### src/rtl/uart_pkg.sv
// rtl/uart_pkg.sv - shared register map, bit indices and FSM encodings for the UART
package uart_pkg;

  localparam logic [1:0] REG_DATA    = 2'd0;
  localparam logic [1:0] REG_STATUS  = 2'd1;
  localparam logic [1:0] REG_CONTROL = 2'd2;

  localparam int ST_RX_FULL  = 0;
  localparam int ST_TX_READY = 1;
  localparam int ST_OVERRUN  = 2;
  localparam int ST_FRAMING  = 3;
  localparam int ST_TX_BUSY  = 4;

  localparam int CTL_RX_IRQ_EN = 0;
  localparam int CTL_TX_IRQ_EN = 1;
  localparam int CTL_SOFT_RST  = 7;

  typedef enum logic [1:0] {
    S_IDLE  = 2'd0,
    S_START = 2'd1,
    S_DATA  = 2'd2,
    S_STOP  = 2'd3
  } uart_state_t;

endpackage

### src/rtl/uart_rx.sv
// rtl/uart_rx.sv - 8N1 receiver: input synchronizer, RX FSM and deserializer
module uart_rx
  import uart_pkg::*;
#(
  parameter int CLKS_PER_BIT = 104,
  parameter int CNT_W        = 16
) (
  input  logic       clk,
  input  logic       rst,
  input  logic       clr,
  input  logic       rx,
  output logic       rx_valid,
  output logic [7:0] rx_byte,
  output logic       rx_frame_err
);

  localparam logic [CNT_W-1:0] LAST = CNT_W'(CLKS_PER_BIT - 1);
  localparam logic [CNT_W-1:0] HALF = CNT_W'(CLKS_PER_BIT / 2);
  localparam logic [CNT_W-1:0] ONE  = CNT_W'(1);

  logic rx_m, rx_s, rx_p;

  uart_state_t      state_q, state_d;
  logic [CNT_W-1:0] cnt_q, cnt_d;
  logic [2:0]       bit_q, bit_d;
  logic [7:0]       shreg_q, shreg_d;
  logic             valid_d;
  logic [7:0]       byte_d;
  logic             ferr_d;

  // rx_p is one stage behind rx_s so a falling edge is visible as rx_p & ~rx_s
  always_ff @(posedge clk or posedge rst) begin
    if (rst) begin
      rx_m <= 1'b1;
      rx_s <= 1'b1;
      rx_p <= 1'b1;
    end else begin
      rx_m <= rx;
      rx_s <= rx_m;
      rx_p <= rx_s;
    end
  end

  always_comb begin
    state_d = state_q;
    cnt_d   = cnt_q;
    bit_d   = bit_q;
    shreg_d = shreg_q;
    valid_d = 1'b0;
    byte_d  = rx_byte;
    ferr_d  = rx_frame_err;
    case (state_q)
      S_IDLE: begin
        cnt_d = '0;
        bit_d = '0;
        if (rx_p && !rx_s) state_d = S_START;
      end
      S_START: begin
        if (cnt_q == HALF) begin
          cnt_d   = '0;
          state_d = rx_s ? S_IDLE : S_DATA;
        end else begin
          cnt_d = cnt_q + ONE;
        end
      end
      S_DATA: begin
        if (cnt_q == LAST) begin
          cnt_d   = '0;
          shreg_d = {rx_s, shreg_q[7:1]};
          bit_d   = bit_q + 3'd1;
          if (bit_q == 3'd7) state_d = S_STOP;
        end else begin
          cnt_d = cnt_q + ONE;
        end
      end
      S_STOP: begin
        if (cnt_q == LAST) begin
          cnt_d   = '0;
          valid_d = 1'b1;
          byte_d  = shreg_q;
          ferr_d  = ~rx_s;
          state_d = S_IDLE;
        end else begin
          cnt_d = cnt_q + ONE;
        end
      end
      default: state_d = S_IDLE;
    endcase
  end

  always_ff @(posedge clk or posedge rst) begin
    if (rst) begin
      state_q      <= S_IDLE;
      cnt_q        <= '0;
      bit_q        <= '0;
      shreg_q      <= '0;
      rx_valid     <= 1'b0;
      rx_byte      <= '0;
      rx_frame_err <= 1'b0;
    end else if (clr) begin
      state_q      <= S_IDLE;
      cnt_q        <= '0;
      bit_q        <= '0;
      shreg_q      <= '0;
      rx_valid     <= 1'b0;
      rx_frame_err <= 1'b0;
    end else begin
      state_q      <= state_d;
      cnt_q        <= cnt_d;
      bit_q        <= bit_d;
      shreg_q      <= shreg_d;
      rx_valid     <= valid_d;
      rx_byte      <= byte_d;
      rx_frame_err <= ferr_d;
    end
  end

endmodule

### src/rtl/uart_regs.sv
// rtl/uart_regs.sv - memory-mapped UART: register file, TX FSM, RX instance and IRQ
module uart_regs
  import uart_pkg::*;
#(
  parameter int CLKS_PER_BIT = 104,
  parameter int CNT_W        = 16
) (
  input  logic       i_clk,
  input  logic       i_reset,
  input  logic       i_data_ce,
  input  logic       i_status_ce,
  input  logic       i_control_ce,
  input  logic       i_wr,
  input  logic       i_rd,
  input  logic [7:0] i_wdata,
  output logic [7:0] o_rdata,
  input  logic       i_rx,
  output logic       o_tx,
  output logic       o_irq
);

  localparam logic [CNT_W-1:0] LAST = CNT_W'(CLKS_PER_BIT - 1);
  localparam logic [CNT_W-1:0] ONE  = CNT_W'(1);

  logic       acc, wr, rd;
  logic [1:0] sel;
  logic       data_wr, data_rd, status_rd, ctl_wr;

  logic [1:0] ctl;
  logic       soft_rst;
  logic [7:0] tx_hold, rx_hold;
  logic       tx_hold_full, rx_full, overrun, framing;
  logic [7:0] status_val;

  logic       rx_valid, rx_frame_err;
  logic [7:0] rx_byte;

  uart_state_t      tx_state_q, tx_state_d;
  logic [CNT_W-1:0] tx_cnt_q, tx_cnt_d;
  logic [2:0]       tx_bit_q, tx_bit_d;
  logic [7:0]       tx_shift_q, tx_shift_d;
  logic             tx_take;
  logic             tx_busy;

  // Overlapping chip enables resolve as control > status > data
  always_comb begin
    acc = i_control_ce | i_status_ce | i_data_ce;
    if (i_control_ce)     sel = REG_CONTROL;
    else if (i_status_ce) sel = REG_STATUS;
    else                  sel = REG_DATA;
  end

  assign wr        = i_wr & acc;
  assign rd        = i_rd & acc;
  assign data_wr   = wr & (sel == REG_DATA);
  assign data_rd   = rd & (sel == REG_DATA);
  assign status_rd = rd & (sel == REG_STATUS);
  assign ctl_wr    = wr & (sel == REG_CONTROL);

  assign tx_busy = (tx_state_q != S_IDLE);

  always_comb begin
    status_val              = '0;
    status_val[ST_RX_FULL]  = rx_full;
    status_val[ST_TX_READY] = ~tx_hold_full;
    status_val[ST_OVERRUN]  = overrun;
    status_val[ST_FRAMING]  = framing;
    status_val[ST_TX_BUSY]  = tx_busy;
  end

  uart_rx #(
    .CLKS_PER_BIT(CLKS_PER_BIT),
    .CNT_W       (CNT_W)
  ) u_rx (
    .clk         (i_clk),
    .rst         (i_reset),
    .clr         (soft_rst),
    .rx          (i_rx),
    .rx_valid    (rx_valid),
    .rx_byte     (rx_byte),
    .rx_frame_err(rx_frame_err)
  );

  always_ff @(posedge i_clk or posedge i_reset) begin
    if (i_reset) begin
      ctl          <= '0;
      soft_rst     <= 1'b0;
      o_rdata      <= '0;
      tx_hold      <= '0;
      tx_hold_full <= 1'b0;
      rx_hold      <= '0;
      rx_full      <= 1'b0;
      overrun      <= 1'b0;
      framing      <= 1'b0;
      o_irq        <= 1'b0;
    end else begin
      soft_rst <= ctl_wr & i_wdata[CTL_SOFT_RST];
      if (ctl_wr) ctl <= i_wdata[1:0];

      if (rd) begin
        case (sel)
          REG_CONTROL: o_rdata <= {6'b0, ctl};
          REG_STATUS:  o_rdata <= status_val;
          default:     o_rdata <= rx_hold;
        endcase
      end

      if (soft_rst) begin
        tx_hold_full <= 1'b0;
        rx_full      <= 1'b0;
        overrun      <= 1'b0;
        framing      <= 1'b0;
        o_irq        <= 1'b0;
      end else begin
        if (tx_take) begin
          tx_hold_full <= 1'b0;
        end else if (data_wr && !tx_hold_full) begin
          tx_hold      <= i_wdata;
          tx_hold_full <= 1'b1;
        end

        // A data read in the delivery cycle frees the slot, so no overrun
        if (rx_valid) begin
          if (!(rx_full && !data_rd)) begin
            rx_hold <= rx_byte;
            rx_full <= 1'b1;
          end
        end else if (data_rd) begin
          rx_full <= 1'b0;
        end

        if (rx_valid && rx_full && !data_rd) overrun <= 1'b1;
        else if (status_rd)                  overrun <= 1'b0;

        if (rx_valid && rx_frame_err) framing <= 1'b1;
        else if (status_rd)           framing <= 1'b0;

        o_irq <= (ctl[CTL_RX_IRQ_EN] & rx_full) | (ctl[CTL_TX_IRQ_EN] & ~tx_hold_full);
      end
    end
  end

  always_comb begin
    tx_state_d = tx_state_q;
    tx_cnt_d   = tx_cnt_q;
    tx_bit_d   = tx_bit_q;
    tx_shift_d = tx_shift_q;
    tx_take    = 1'b0;
    case (tx_state_q)
      S_IDLE: begin
        tx_cnt_d = '0;
        tx_bit_d = '0;
        if (tx_hold_full) begin
          tx_take    = 1'b1;
          tx_shift_d = tx_hold;
          tx_state_d = S_START;
        end
      end
      S_START: begin
        if (tx_cnt_q == LAST) begin
          tx_cnt_d   = '0;
          tx_state_d = S_DATA;
        end else begin
          tx_cnt_d = tx_cnt_q + ONE;
        end
      end
      S_DATA: begin
        if (tx_cnt_q == LAST) begin
          tx_cnt_d   = '0;
          tx_shift_d = {1'b1, tx_shift_q[7:1]};
          tx_bit_d   = tx_bit_q + 3'd1;
          if (tx_bit_q == 3'd7) tx_state_d = S_STOP;
        end else begin
          tx_cnt_d = tx_cnt_q + ONE;
        end
      end
      S_STOP: begin
        if (tx_cnt_q == LAST) begin
          tx_cnt_d   = '0;
          tx_state_d = S_IDLE;
        end else begin
          tx_cnt_d = tx_cnt_q + ONE;
        end
      end
      default: tx_state_d = S_IDLE;
    endcase
  end

  always_ff @(posedge i_clk or posedge i_reset) begin
    if (i_reset) begin
      tx_state_q <= S_IDLE;
      tx_cnt_q   <= '0;
      tx_bit_q   <= '0;
      tx_shift_q <= '0;
    end else if (soft_rst) begin
      tx_state_q <= S_IDLE;
      tx_cnt_q   <= '0;
      tx_bit_q   <= '0;
      tx_shift_q <= '0;
    end else begin
      tx_state_q <= tx_state_d;
      tx_cnt_q   <= tx_cnt_d;
      tx_bit_q   <= tx_bit_d;
      tx_shift_q <= tx_shift_d;
    end
  end

  // Line is decoded straight from state so an async reset idles it at once
  always_comb begin
    case (tx_state_q)
      S_START: o_tx = 1'b0;
      S_DATA:  o_tx = tx_shift_q[0];
      default: o_tx = 1'b1;
    endcase
  end

endmodule

### config.mk
export PLATFORM = sky130hd
export DESIGN_NAME = uart_regs
export DESIGN_NICKNAME = d
export VERILOG_FILES = /design/src/rtl/uart_pkg.sv /design/src/rtl/uart_rx.sv /design/src/rtl/uart_regs.sv
export SDC_FILE = /design/constraint.sdc
export NUM_CORES = 1
export LEC_CHECK = 0
export ABC_AREA = 1
export CAP_MARGIN = 0
export CORE_UTILIZATION = 55
export CTS_CLUSTER_SIZE = 16
export DETAILED_ROUTE_END_ITERATION = 10
export HOLD_SLACK_MARGIN = 0.05
export PLACE_DENSITY = 0.74
export RECOVER_POWER = 25
export SLEW_MARGIN = 20
export SYNTH_ARGS = -nofsm -noshare
export SYNTH_HDL_FRONTEND = slang
export SYNTH_SLANG_ARGS = --single-unit
### constraint.sdc
create_clock -name i_clk -period 10.75 [get_ports i_clk]
set_input_delay 2.15 -clock i_clk [delete_from_list [all_inputs] [get_ports i_clk]]
set_output_delay 2.15 -clock i_clk [all_outputs]
set_load 0.05 [all_outputs]
==> results.yml, run 1 <==
sta:
  max_freq_mhz: 226
  worst_pin_slew_ps: 898
  rsz0062_at_grt: "false"
  final-max-slew-violation-count: 0
  max_slew_margin_pct: 40.1
  setup_tns_ps: 0
  worst_slack_ps: 6330
  min_period_ps: 4420
  clock_skew_ps: 12.2
  finalCritPeriodShare_pct: 41.1
  setup_viol: 0
  finalHoldViolCount: 0
final_layout:
  multiInputGateArea_mm2: 0.00209
  design_area_mm2: 0.00551
  register_area_mm2: 0.00258
  final_nets: 664
  area_delta_synth_final_pct: 11.1
  drive_above_1_share_pct: 5.76
  fillers: 751
  antennaDiodeCount: 0
synthesis:
  yosysMostFrequentCell: "nand2_1"
  synth_top_area_share_pct: 50.5
  ys_seq_area_share_pct: 52.1
  synth_commonest_cells: "185 x nand2_1, 100 x dfrtp_1, 85 x nor2_1"
  synth_ff_type: "dfrtp_1"
  ys_ff_latch: 103
  synth.distinct_cells: 36
  syn_area_mm2: 0.00496
  synth_edf_count: 0
  async_flop_share_pct: 100
  syn_avg_cell_area_um2: 8.11
  yosys_warnings: 0
  synth.net_count: 638
  yosys.area.top_type: "dfrtp_1"
  synthCells: 611
  synth.area.top_cells: "dfrtp_1 50%, nand2_1 14%, nor2_1 6.4%, nand3_1 5.0%, inv_1 4.0%"
setup_path:
  critPathLaunchType: "register"
  crit_fanout: 12
  worst_setup_path_end_kind: "primary output"
  regToRegEndpoint: "u_rx.cnt_q[9]$_DFF_PP0_"
  arrival_ps: 2270
  critPathRequiredTime_ps: 8600
  reg2reg_slack_ps: 8340
  r2r_start: "soft_rst$_DFF_PP0_"
  critical_path_class: "reg -> out"
  reg2regPathDepth: 7
place:
  port_buffers: 25
  placed_area_mm2: 0.00529
  dp_hpwl_mm: 6.81
  gp_congestion: 0.882
  dp_slack_ps: 6430
hold_path:
  min_to: "u_rx.rx_s$_DFF_PP1_"
  hold_class: "reg -> reg"
  min_from: "u_rx.rx_m$_DFF_PP1_"
  holdPathStages: 0
detailed_routing:
  drt-total-wl_mm: 9.54
  ant_nets: 0
  first_pass_iters: 4
  vias: 3963
  drt_iter0_drc: 180
  drc_errors: 0
  drt-wirelength-per-cell_um: 12.7
  vias_per_cell: 5.28
pwr:
  powerDensity_mw_per_mm2: 183
  total_power_mw: 1.01
  p_leak_nw: 2.81
  vdd_drop_max_mv: 0.0940
clock_network:
  cts_resized: 0
  clk_latency_ps: 370
  post_cts_buffers: 0
  holdBufCountCts: 0
  clkTransAtPathRegs_ps: 110
  cts_buffer_depth: 2
  cts.sink_count: 103
  cts_tree: "built"
  htreeDepth: 3
  clockRootBuffer: "clkbuf_8"
  cts_made_buffers: 9
floorplanning:
  die_area_mm2: 0.00939
  die_height_um: 96.9
  dieWidth_um: 96.9
  initial_utilization_pct: 56.8
  core-area_mm2: 0.00872
  pin_count: 26
  rows: 34
global_route:
  track_usage_pct: 21.8
  antenna_found_initial: 0
  grt_max_degree: 76
  grt_pass1_wl_mm: 16.7
  grt_pass1_vias: 3684
  overflow: 0
run:
  drv_cap: 0
outcome:
  status: "completed"
## state kept, by name (all words and copies together), names as in the netlist, 2 cells and up
register and cells:
rx_hold 8, u_rx.state_q 2, tx_cnt_q 16, tx_hold 8, o_rdata 8, u_rx.cnt_q 16
tx_shift_q 8, u_rx.bit_q 3, tx_state_q 2, u_rx.shreg_q 8, u_rx.rx_byte 8, ctl 2
tx_bit_q 3
## metal layers
metal	global-route usage (%)	wire, µm	up-vias
met5	0	0	-
met4	7.12	123	0
met3	3.97	270	12
met2	35.4	4640	67
met1	29.8	4500	1872
li1	-	-	2012
## area by class of cell
| type | count | area share (%) |
|---|---|---|
| flip-flops and latches | 103 | 46.9 |
| clock inverters | 7 | 1.77 |
| multi-input cells | 439 | 38.0 |
| repair buffers | 26 | 4.68 |
| inverters | 58 | 4.00 |
| well taps | 108 | 2.45 |
| clock buffers | 9 | 2.25 |
## cells by family (layout without fill, tap and decap cells)
kind of cell	after synthesis	after routing	share of synthesized area, %
simple gates	373	373	32.6
fa+ha+maj	11	11	2.78
flops	103	103	52.1
xor+xnor	11	11	1.94
buf+inv	69	100	5.58
compound gates	44	44	5.00
## worst max-delay path, stage by stage, from the launching register on
cell and delay [ps]:
dfrtp_1 410, inv_1 80, ha_1 300, o21ai_0 260
clkdlybuf4s50_1 850
## layout by cell type (no fill, tap or decap), drive strengths merged, types with 2 or more instances in the layout
cell           netlist  layout
o21ai               27      27
nand3               52      52
ha                  11      11
a22oi                3       3
nand2              195     195
o21bai               2       2
clkbuf               2       9
dfrtp              100     100
clkinv               2       3
a21oi                7       7
xor2                 8       8
xnor2                3       3
dfstp                3       3
nor2                89      89
inv                 56      61
nor3                11      11
nor3b                2       2
clkdlybuf4s50        0      25
nand4               21      21
## stage by stage
| step | cells | hold slack [ps] | utilization (%) |
|---|---|---|---|
| floorplan | 611 | 345 | - |
| global placement | 734 | 347 | 60.7 |
| detailed placement | 734 | 355 | 60.7 |
| CTS | 750 | 372 | 63.2 |
| global route | 750 | 382 | 63.1 |
| finish | 750 | 377 | 63.1 |
## worst max path at each step
stage / to / startpoint / slack [ps]
5_1_grt: o_tx / tx_state_q[0]$_DFFE_PP0P_ / 6200
6_report: o_tx / tx_state_q[0]$_DFFE_PP0P_ / 6330
4_1_cts: o_tx / tx_state_q[0]$_DFFE_PP0P_ / 6310
3_5_place_dp: rx_hold[2]$_DFFE_PP0P_ / i_control_ce / 6430
2_1_floorplan: ctl[0]$_DFFE_PP0P_ / i_reset / 5900
3_3_place_gp: rx_hold[6]$_DFFE_PP0P_ / i_control_ce / 6520
## where the power goes
part	switching (mW)	internal (mW)	total [mW]
combinational	0.189	0.0896	0.279
clock	0.147	0.116	0.263
sequential	0.0343	0.434	0.469
Power figures use the tool's default switching activity.
==> run 2: changes to the inputs <==
==> constraint.sdc (replaced) <==
create_clock -name i_clk -period 4.4 [get_ports i_clk]
set_input_delay 0.88 -clock i_clk [delete_from_list [all_inputs] [get_ports i_clk]]
set_output_delay 0.88 -clock i_clk [all_outputs]
set_load 0.05 [all_outputs]
==> run 2 against run 1 <==
Effect of this change: the flow now finishes with violations (max-capacitance violations, max-slew violations); worst hold slack lost 7.2 ps; sequential share of layout area is 0.075 points higher; cell count increased by 0.13%; sequential power is 150% higher; wire length rose by 3.5%; flip-flop and latch count unchanged; final area is 0.16% lower; clock skew grew 0.92 ps; critical path type unchanged; non-clock buffer count increased by 1; global-route usage increased by 0.80 points.
==> results.yml, run 2 (synthesized netlist as in run 1, its figures left out) <==
global_route:
  antenna_found_initial: 0
  grt_max_degree: 60
  grt_pass1_vias: 3859
  grt_pass1_wl_mm: 17.3
  overflow: 0
  track_usage_pct: 22.6
clock_network:
  htreeDepth: 3
  cts_tree: "built"
  clk_latency_ps: 380
  post_cts_buffers: 0
  cts_resized: 0
  clockRootBuffer: "clkbuf_8"
  clkTransAtPathRegs_ps: 110
  holdBufCountCts: 0
  cts_buffer_depth: 2
  cts_made_buffers: 9
  cts.sink_count: 103
setup_path:
  critical_path_class: "reg -> out"
  path_cells: "inv_1 -> ha_1 -> nand2_1 -> o21ai_0 -> clkdlybuf4s50_1"
  critPathRequiredTime_ps: 3520
  cp_slowest_cell: "clkdlybuf4s50_1"
  critPathLaunchType: "register"
  worst_setup_path_end_kind: "primary output"
  cp_slowest_stage_delay_ps: 840
  crit_fanout: 12
  arrival_ps: 2270
final_layout:
  drive_above_1_share_pct: 6.53
  final_cell_mix: "185 x nand2_1, 100 x dfrtp_1, 85 x nor2_1"
  largestRegisters: "tx_cnt_q (16), u_rx.cnt_q (16)"
  area_delta_synth_final_pct: 10.9
  fillers: 728
  antennaDiodeCount: 0
  final_nets: 665
  final_common_cell: "nand2_1"
floorplanning:
  core-area_mm2: 0.00872
  dieWidth_um: 96.9
  rows: 34
  die_area_mm2: 0.00939
  die_height_um: 96.9
  initial_utilization_pct: 56.8
  pin_count: 26
sta:
  max_slew_margin_pct: -66.8
  worst_pin_slew_ps: 2490
  setup_viol: 0
  finalCritPeriodShare_pct: 71.6
  rsz0062_at_grt: "false"
  setup_tns_ps: 0
  finalHoldViolCount: 0
  worst_slack_ps: 1250
  min_period_ps: 3150
  clock_skew_ps: 13.2
  final-max-slew-violation-count: 60
  max_freq_mhz: 318
detailed_routing:
  drc_errors: 0
  vias_per_cell: 5.31
  first_pass_iters: 5
  drt_iter0_drc: 124
  drt-wirelength-per-cell_um: 13.2
  vias: 3986
  ant_nets: 0
  drt-total-wl_mm: 9.88
place:
  dp_slack_ps: 1320
  port_buffers: 25
  dp_hpwl_mm: 7.17
  gp_congestion: 0.873
outcome:
  violations: "max-capacitance violations, max-slew violations"
  status: "finished, violations left"
pwr:
  p_leak_nw: 2.79
  powerDensity_mw_per_mm2: 441
  vdd_drop_max_mv: 0.248
run:
  drv_cap: 1
hold_path:
  hold_class: "reg -> reg"
run 2: final timing paths:
| path | from | end | slack, ps | depth (start not counted) |
|---|---|---|---|---|
| min | u_rx.rx_m$_DFF_PP1_ | u_rx.rx_s$_DFF_PP1_ | 370 | 0 |
| min in group asynchronous | i_reset | u_rx.cnt_q[14]$_DFF_PP0_ | 1620 | 2 |
| max in group asynchronous | i_reset | soft_rst$_DFF_PP0_ | 1570 | 3 |
| max reg2reg | tx_state_q[0]$_DFFE_PP0P_ | tx_bit_q[0]$_DFFE_PP0P_ | 2360 | 8 |
| min reg2reg | u_rx.rx_m$_DFF_PP1_ | u_rx.rx_s$_DFF_PP1_ | 370 | 0 |
| max | tx_state_q[0]$_DFFE_PP0P_ | o_tx | 1250 | 5 |
run 2: area by class of cell:
cell class,count,area (µm²),share of cell area [%]
clock buffer,9,124,2.25
clock inverter,7,73.8,1.34
inverter,58,219,3.98
multi-input combinational,439,2100,38.2
sequential,103,2580,47.0
tap,108,135,2.46
timing repair buffer,27,265,4.83
run 2: through the flow:
| stage | util, % | instances | hold WS [ps] | total power, mW | cell area [µm²] |
|---|---|---|---|---|---|
| 2_1_floorplan | - | 611 | 345 | 1.69 | 4960 |
| 3_3_place_gp | 60.8 | 735 | 347 | 1.83 | 5300 |
| 3_5_place_dp | 60.8 | 735 | 349 | 1.85 | 5300 |
| 4_1_cts | 63.0 | 751 | 366 | 2.44 | 5500 |
| 5_1_grt | 63.0 | 751 | 374 | 2.58 | 5500 |
| 6_report | 63.0 | 751 | 370 | 2.42 | 5500 |
run 2: worst max-delay path, delay by kind of cell (launching register included):
| kind | cells | cell delay [ps] |
|---|---|---|
| compound gates | 1 | 110 |
| fa+ha+maj | 1 | 330 |
| buf+inv | 2 | 940 |
| flops | 1 | 430 |
| simple gates | 1 | 90 |
run 2: layer usage:
layer / global-route usage, % / part of all wire, %
met5: 0 / 0
met4: 8.84 / 1.5
met3: 4.41 / 3.4
met2: 37.6 / 50
met1: 29.2 / 45
run 2: power by group:
group | switching [mW] | leakage [nW] | total, mW | internal [mW]
Combinational | 0.469 | 1.31 | 0.690 | 0.220
Sequential | 0.0857 | 1.39 | 1.15 | 1.06
Clock | 0.364 | 0.0942 | 0.587 | 0.223
Total | 0.919 | 2.79 | 2.42 | 1.50
==> RTL change 1, RTL diff (config.mk and constraints of run 2) <==
Add an input register stage for `i_status_ce`, without a reset; this delays it by one clock. The other inputs are not delayed to match.
--- a/src/rtl/uart_regs.sv
+++ b/src/rtl/uart_regs.sv
@@ -22,6 +22,12 @@
   localparam logic [CNT_W-1:0] LAST = CNT_W'(CLKS_PER_BIT - 1);
   localparam logic [CNT_W-1:0] ONE  = CNT_W'(1);
 
+  logic i_status_ce_q;
+
+  always_ff @(posedge i_clk) begin
+    i_status_ce_q <= i_status_ce;
+  end
+
   logic       acc, wr, rd;
   logic [1:0] sel;
   logic       data_wr, data_rd, status_rd, ctl_wr;
@@ -44,9 +50,9 @@
 
   // Overlapping chip enables resolve as control > status > data
   always_comb begin
-    acc = i_control_ce | i_status_ce | i_data_ce;
+    acc = i_control_ce | i_status_ce_q | i_data_ce;
     if (i_control_ce)     sel = REG_CONTROL;
-    else if (i_status_ce) sel = REG_STATUS;
+    else if (i_status_ce_q) sel = REG_STATUS;
     else                  sel = REG_DATA;
   end
 
Check against the original RTL: not equivalent (a bounded check fails within 4 cycles, from zero or initial values and one cycle with i_reset high).
==> RTL change 1 against run 2 <==
The run still ends with max-capacitance violations, max-slew violations left; combinational power rose by 2%; die area barely moved; sequential cell count increased by 1; power rose by 2.1%; sequential power about the same; wire length is 11% lower; via count decreased by 10%; final cell count fell by 8.0%; cell area decreased by 0.55%; worst setup slack better by 0.090 ns; first-iteration DRC count shrank 12%; area after synthesis about the same; clock skew decreased by 0.0010 ns; clock power up 6.1%; highest routed layer unchanged.
==> RTL change 1: results (changes against run 2) <==
CTS
  • Worst-skew pair later-pin latency: 0.36 ns (-0.02 ns)
  • Clk buf depth: 2 (unchanged)
  • # resized after CTS: 0 (unchanged)
  • CTS Buf Count: 9 (unchanged)

Power and ir drop
  • Maximum VDD drop: 0.333 mV (+34%)
  • Clock network power share: 25.2% (+1.0 points)
  • Internal power: 1.59 mW (+5.8%)
  • Lkg Pwr: 2.53 nW (-9.1%)

Run status
  • Violated checks: max-capacitance violations, max-slew violations
  • Run status: finished, violations left

Timing
  • WHS: 0.369 ns (-0.000360 ns)
  • Clk_skew: 0.0122 ns (-0.000996 ns)
  • Least-Margin Pin Slew: 2.44 ns (-0.0497 ns)
  • Pins Over Slew Limit: 69 (+15%)

Synth
  • Synth area leaders: dfrtp_1 (50%), nand2_1 (8.0%), inv_1 (5.3%)
  • Register area share after synthesis: 52.4% (+0.36 points)
  • Xor/xnor cell area share of the yosys netlist: 2.83% (+0.88 points)
  • Synth cell types: 42 (+17%)
  • Post-Synth Adder-Cell Area: 2.77% (about the same)
  • Post-synth net total: 579 (-9.2%)
  • Most instantiated cells after synthesis: nand2_1 (106), dfrtp_1 (100), inv_1 (70)
  • Post-synth ARST share: 99.0% (-0.96 points)
  • Compound-cell area share of the yosys netlist: 11.8% (+6.8 points)
  • Post-synthesis mux area share: 0.681% (+0.68 points)
  • Avg Cell Area, Syn: 8.99 sq um (+11%)

Cells and area
  • Fin nets: 605 (-9.0%)
  • Fillers: 740 (+1.6%)
  • Share of cells above drive strength 1: 12.7% (+6.2 points)

Place
  • Area after DPL: 5280 sq um (-0.33%)
  • Gp weighted congestion: 0.847 (-3.0%)
  • Post-DP HPWL: 6.28 mm (-12%)
  • DP Cell Count: 675 (-8.2%)

Routing
  • DR WL/cell: 12.7 um (-3.5%)
  • Initial DRC count: 109 (-12%)
  • Drt total wl: 8.77 mm (-11%)
  • Vias: 3,577 (-10%)

Global route
  • Number of global-route vias before repair: 3,514 (-8.9%)
  • Largest net degree at the start of global routing: 69 (+15%)
  • Total track usage: 20.4% (-2.3 points)
  • First-pass GRT wire length: 15.5 mm (-10%)

Flow run
  • Max-Cap Viols: 1 (unchanged)

Setup path
  • Reg2Reg Launch Point: soft_rst$_DFF_PP0_
  • Crit Path Max Fanout: 68 (+56)
  • Worst reg2reg path depth: 5 (-3)
  • Worst path slowest cell: inv_1
  • Flop-to-flop setup slack: 1.65 ns (-0.71 ns)
  • R2R Path End: tx_cnt_q[10]$_DFF_PP0_
  • CP peak stage delay: 1.72 ns (+0.88 ns)

Min path
  • Worst Hold Depth: 0 (unchanged)
  • HP Start: u_rx.rx_m$_DFF_PP1_
## RTL change 1: worst max path at each step
| stage | start | end | cells past startpoint |
|---|---|---|---|
| 3_5_place_dp | i_control_ce | rx_hold[0]$_DFFE_PP0P_ | 6 |
| 4_1_cts | tx_state_q[0]$_DFFE_PP0P_ | o_tx | 4 |
| 5_1_grt | i_reset | tx_shift_q[5]$_DFFE_PP0P_ | 2 |
| 3_3_place_gp | i_control_ce | rx_hold[0]$_DFFE_PP0P_ | 6 |
| 6_report | i_reset | tx_shift_q[5]$_DFFE_PP0P_ | 2 |
| 2_1_floorplan | i_reset | ctl[0]$_DFFE_PP0P_ | 1 |
## RTL change 1: kinds of logic after synthesis
group	Yosys count
buffers and inverters	87
adders and majority gates	11
AOI/OAI and AO/OA	96
muxes	3
and+or+nand+nor	235
xor gates and xnor gates	16
DFF	104
## RTL change 1: cell type report
cell class | instances | area [sq um] | area share (%)
repair buffers | 28 | 269 | 4.92
multi-input cells | 361 | 1970 | 36.1
well taps | 108 | 135 | 2.47
clock inverters | 6 | 72.6 | 1.33
flip-flops and latches | 104 | 2600 | 47.6
inverters | 74 | 278 | 5.08
clock buffers | 10 | 138 | 2.52
## RTL change 1: per-stage QoR
| stage | worst slack (ns) | total power [mW] |
|---|---|---|
| final | 1.34 | 2.48 |
| after global routing | 0.777 | 2.65 |
| after CTS | 1.39 | 2.51 |
| after detailed placement | 1.80 | 1.88 |
| after global placement | 1.87 | 1.86 |
| after floorplan | 0.821 | 1.74 |
## RTL change 1: metal layers
layer	share of wire, %	track usage (%)
met1	49	27.0
met2	47	33.4
met3	3.4	5.35
met4	1.1	5.40
met5	0	0
==> RTL change 2, RTL diff (config.mk and constraints of run 2) <==
Made on the original files. `CNT_W` is set to 16 in 2 places; all go to 32.
--- a/src/rtl/uart_rx.sv
+++ b/src/rtl/uart_rx.sv
@@ -3,7 +3,7 @@
   import uart_pkg::*;
 #(
   parameter int CLKS_PER_BIT = 104,
-  parameter int CNT_W        = 16
+  parameter int CNT_W        = 32
 ) (
   input  logic       clk,
   input  logic       rst,
--- a/src/rtl/uart_regs.sv
+++ b/src/rtl/uart_regs.sv
@@ -3,7 +3,7 @@
   import uart_pkg::*;
 #(
   parameter int CLKS_PER_BIT = 104,
-  parameter int CNT_W        = 16
+  parameter int CNT_W        = 32
 ) (
   input  logic       i_clk,
   input  logic       i_reset,
Function: no difference found for any inputs over 10 cycles, from zero or initial values and one cycle with i_reset high; that may be too few to reach the edited logic, so the function may still have changed.
==> RTL change 2 against run 2 <==
Area after synthesis rose by 47%; the run still ends with max-capacitance violations, max-slew violations left; cell area rose by 50%; count of clock-buffer cells in the layout rose by 8; hold slack got worse by 0.0063 ns; non-clock buffer count did not move; power rose by 50%; highest routed layer unchanged; wire length rose by 61%; sequential cell count rose by 32; critical endpoint unchanged; final cell count rose by 58%; worst setup slack got worse by 0.048 ns.
==> RTL change 2: results (changes against run 2) <==
Run status
  • Run status: finished, violations left
  • Violated checks: max-capacitance violations, max-slew violations

Routing
  • Drt total wl: 15.9 mm (+61%)
  • Initial DRC count: 481 (+290%)
  • DR WL/cell: 13.4 um (+1.8%)
  • Vias per cell: 5.21 (-1.8%)

CTS
  • Root Buffer: clkbuf_16
  • Worst-skew pair later-pin latency: 0.43 ns (+0.05 ns)
  • CTS Buf Count: 17 (+8)
  • CTS H-tree lvls: 4 (+1)
  • # resized after CTS: 0 (unchanged)
  • Clock-pin slew on the worst setup and hold paths: 0.06 ns (-0.05 ns)

Synth
  • Synth area leaders: dfrtp_1 (45%), nand2_1 (15%), nor2_1 (9.8%)
  • Post-synthesis cell count: 968 (+58%)
  • Register area share after synthesis: 46.6% (-5.5 points)
  • Synth cell types: 40 (+11%)
  • Most instantiated cells after synthesis: nand2_1 (281), nor2_1 (190), dfrtp_1 (132)

Place
  • Gp weighted congestion: 0.907 (+3.9%)
  • DP Cell Count: 1,154 (+57%)
  • Area after DPL: 7670 sq um (+45%)
  • Post-DP HPWL: 11.3 mm (+57%)

Cells and area
  • Regs by FF count: tx_cnt_q x32, u_rx.cnt_q x32
  • Fin nets: 1,028 (+55%)
  • Share of cells above drive strength 1: 6.80% (+0.27 points)

Global route
  • Total track usage: 25.7% (+3.1 points)
  • Number of global-route vias before repair: 5,812 (+51%)
  • First-pass GRT wire length: 27.0 mm (+56%)
  • Largest net degree at the start of global routing: 136 (+130%)

Setup path
  • Crit path capture: o_tx
  • R2R Path End: tx_cnt_q[20]$_DFF_PP0_
  • Crit Path Max Fanout: 13 (+1)
  • Worst reg2reg path depth: 5 (-3)
  • Crit path DAT: 2.32 ns (+0.05 ns)
  • Flop-to-flop setup slack: 2.05 ns (-0.31 ns)

Timing
  • Clk_skew: 0.0100 ns (-0.00314 ns)
  • Pins Over Slew Limit: 136 (+130%)
  • Least-Margin Pin Slew: 1.78 ns (-0.704 ns)

Power and ir drop
  • Lkg Pwr: 3.88 nW (+39%)
  • Maximum VDD drop: 0.345 mV (+39%)

Min path
  • Worst min-delay path class: flop to flop

Flow run
  • Max-Cap Viols: 1 (unchanged)
RTL change 2: cell count changes in the layout (fill, tap and decap cells not counted), sizes merged, moves of 13 or more:
cell	run 2	this run
nand2	195	288
dfrtp	100	132
nor2	89	198
nor3	11	33
inv	58	115
xor2	8	21
RTL change 2: how the worst min path moves through the flow:
stage / slack, ns / end / from
global placement: 0.35 / u_rx.rx_s$_DFF_PP1_ / u_rx.rx_m$_DFF_PP1_
global route: 0.37 / u_rx.rx_s$_DFF_PP1_ / u_rx.rx_m$_DFF_PP1_
CTS: 0.36 / u_rx.rx_s$_DFF_PP1_ / u_rx.rx_m$_DFF_PP1_
detailed placement: 0.35 / u_rx.rx_s$_DFF_PP1_ / u_rx.rx_m$_DFF_PP1_
floorplan: 0.35 / u_rx.rx_s$_DFF_PP1_ / u_rx.rx_m$_DFF_PP1_
finish: 0.36 / u_rx.rx_s$_DFF_PP1_ / u_rx.rx_m$_DFF_PP1_
RTL change 2: per-layer routing:
metal | track usage (%) | wire length (um) | vias up
met5 | 0 | 0 | -
li1 | - | - | 3129
met4 | 8.19 | 265 | 0
met3 | 5.72 | 597 | 26
met2 | 42.4 | 7630 | 132
met1 | 33.8 | 7380 | 2896
RTL change 2: logic make-up after synthesis:
| kind of cell | count (synthesis) | synth area share (%) |
|---|---|---|
| simple gates | 611 | 35.8 |
| flops | 135 | 46.6 |
| buf+inv | 121 | 6.85 |
| compound gates | 57 | 4.70 |
| xor+xnor | 28 | 3.38 |
| fa+ha+maj | 11 | 1.89 |
| mux | 5 | 0.775 |
RTL change 2: layout make-up:
cell class / instances / area, sq um
Clock buffer: 17 / 425
Clock inverter: 15 / 148
Fill cell: 1106 / 4540
Inverter: 108 / 410
Multi-Input combinational cell: 712 / 3380
Sequential cell: 135 / 3380
Tap cell: 172 / 215
Timing Repair Buffer: 27 / 265
RTL change 2: stage by stage:
stage                     setup slack [ns]  util (%)
after floorplan                       1.58         -
after global placement                1.70      60.0
after detailed placement              1.67      60.0
after CTS                             1.20      64.5
after global routing                  1.09      64.4
final                                 1.20      64.4
RTL change 2: critical path: stages (launching register included):
cell and delay, ns:
dfrtp_1 0.42, inv_1 0.10, ha_1 0.37, nand2_1 0.08, o21ai_0 0.10, clkdlybuf4s50_1 0.83
RTL change 2: power breakdown:
part           switching (mW)  total (mW)  leakage (nW)  internal, mW
clock                   0.614        1.37         0.281         0.753
combinational           0.584       0.828          1.81         0.245
sequential             0.0865        1.45          1.79          1.36
total                    1.28        3.65          3.88          2.36
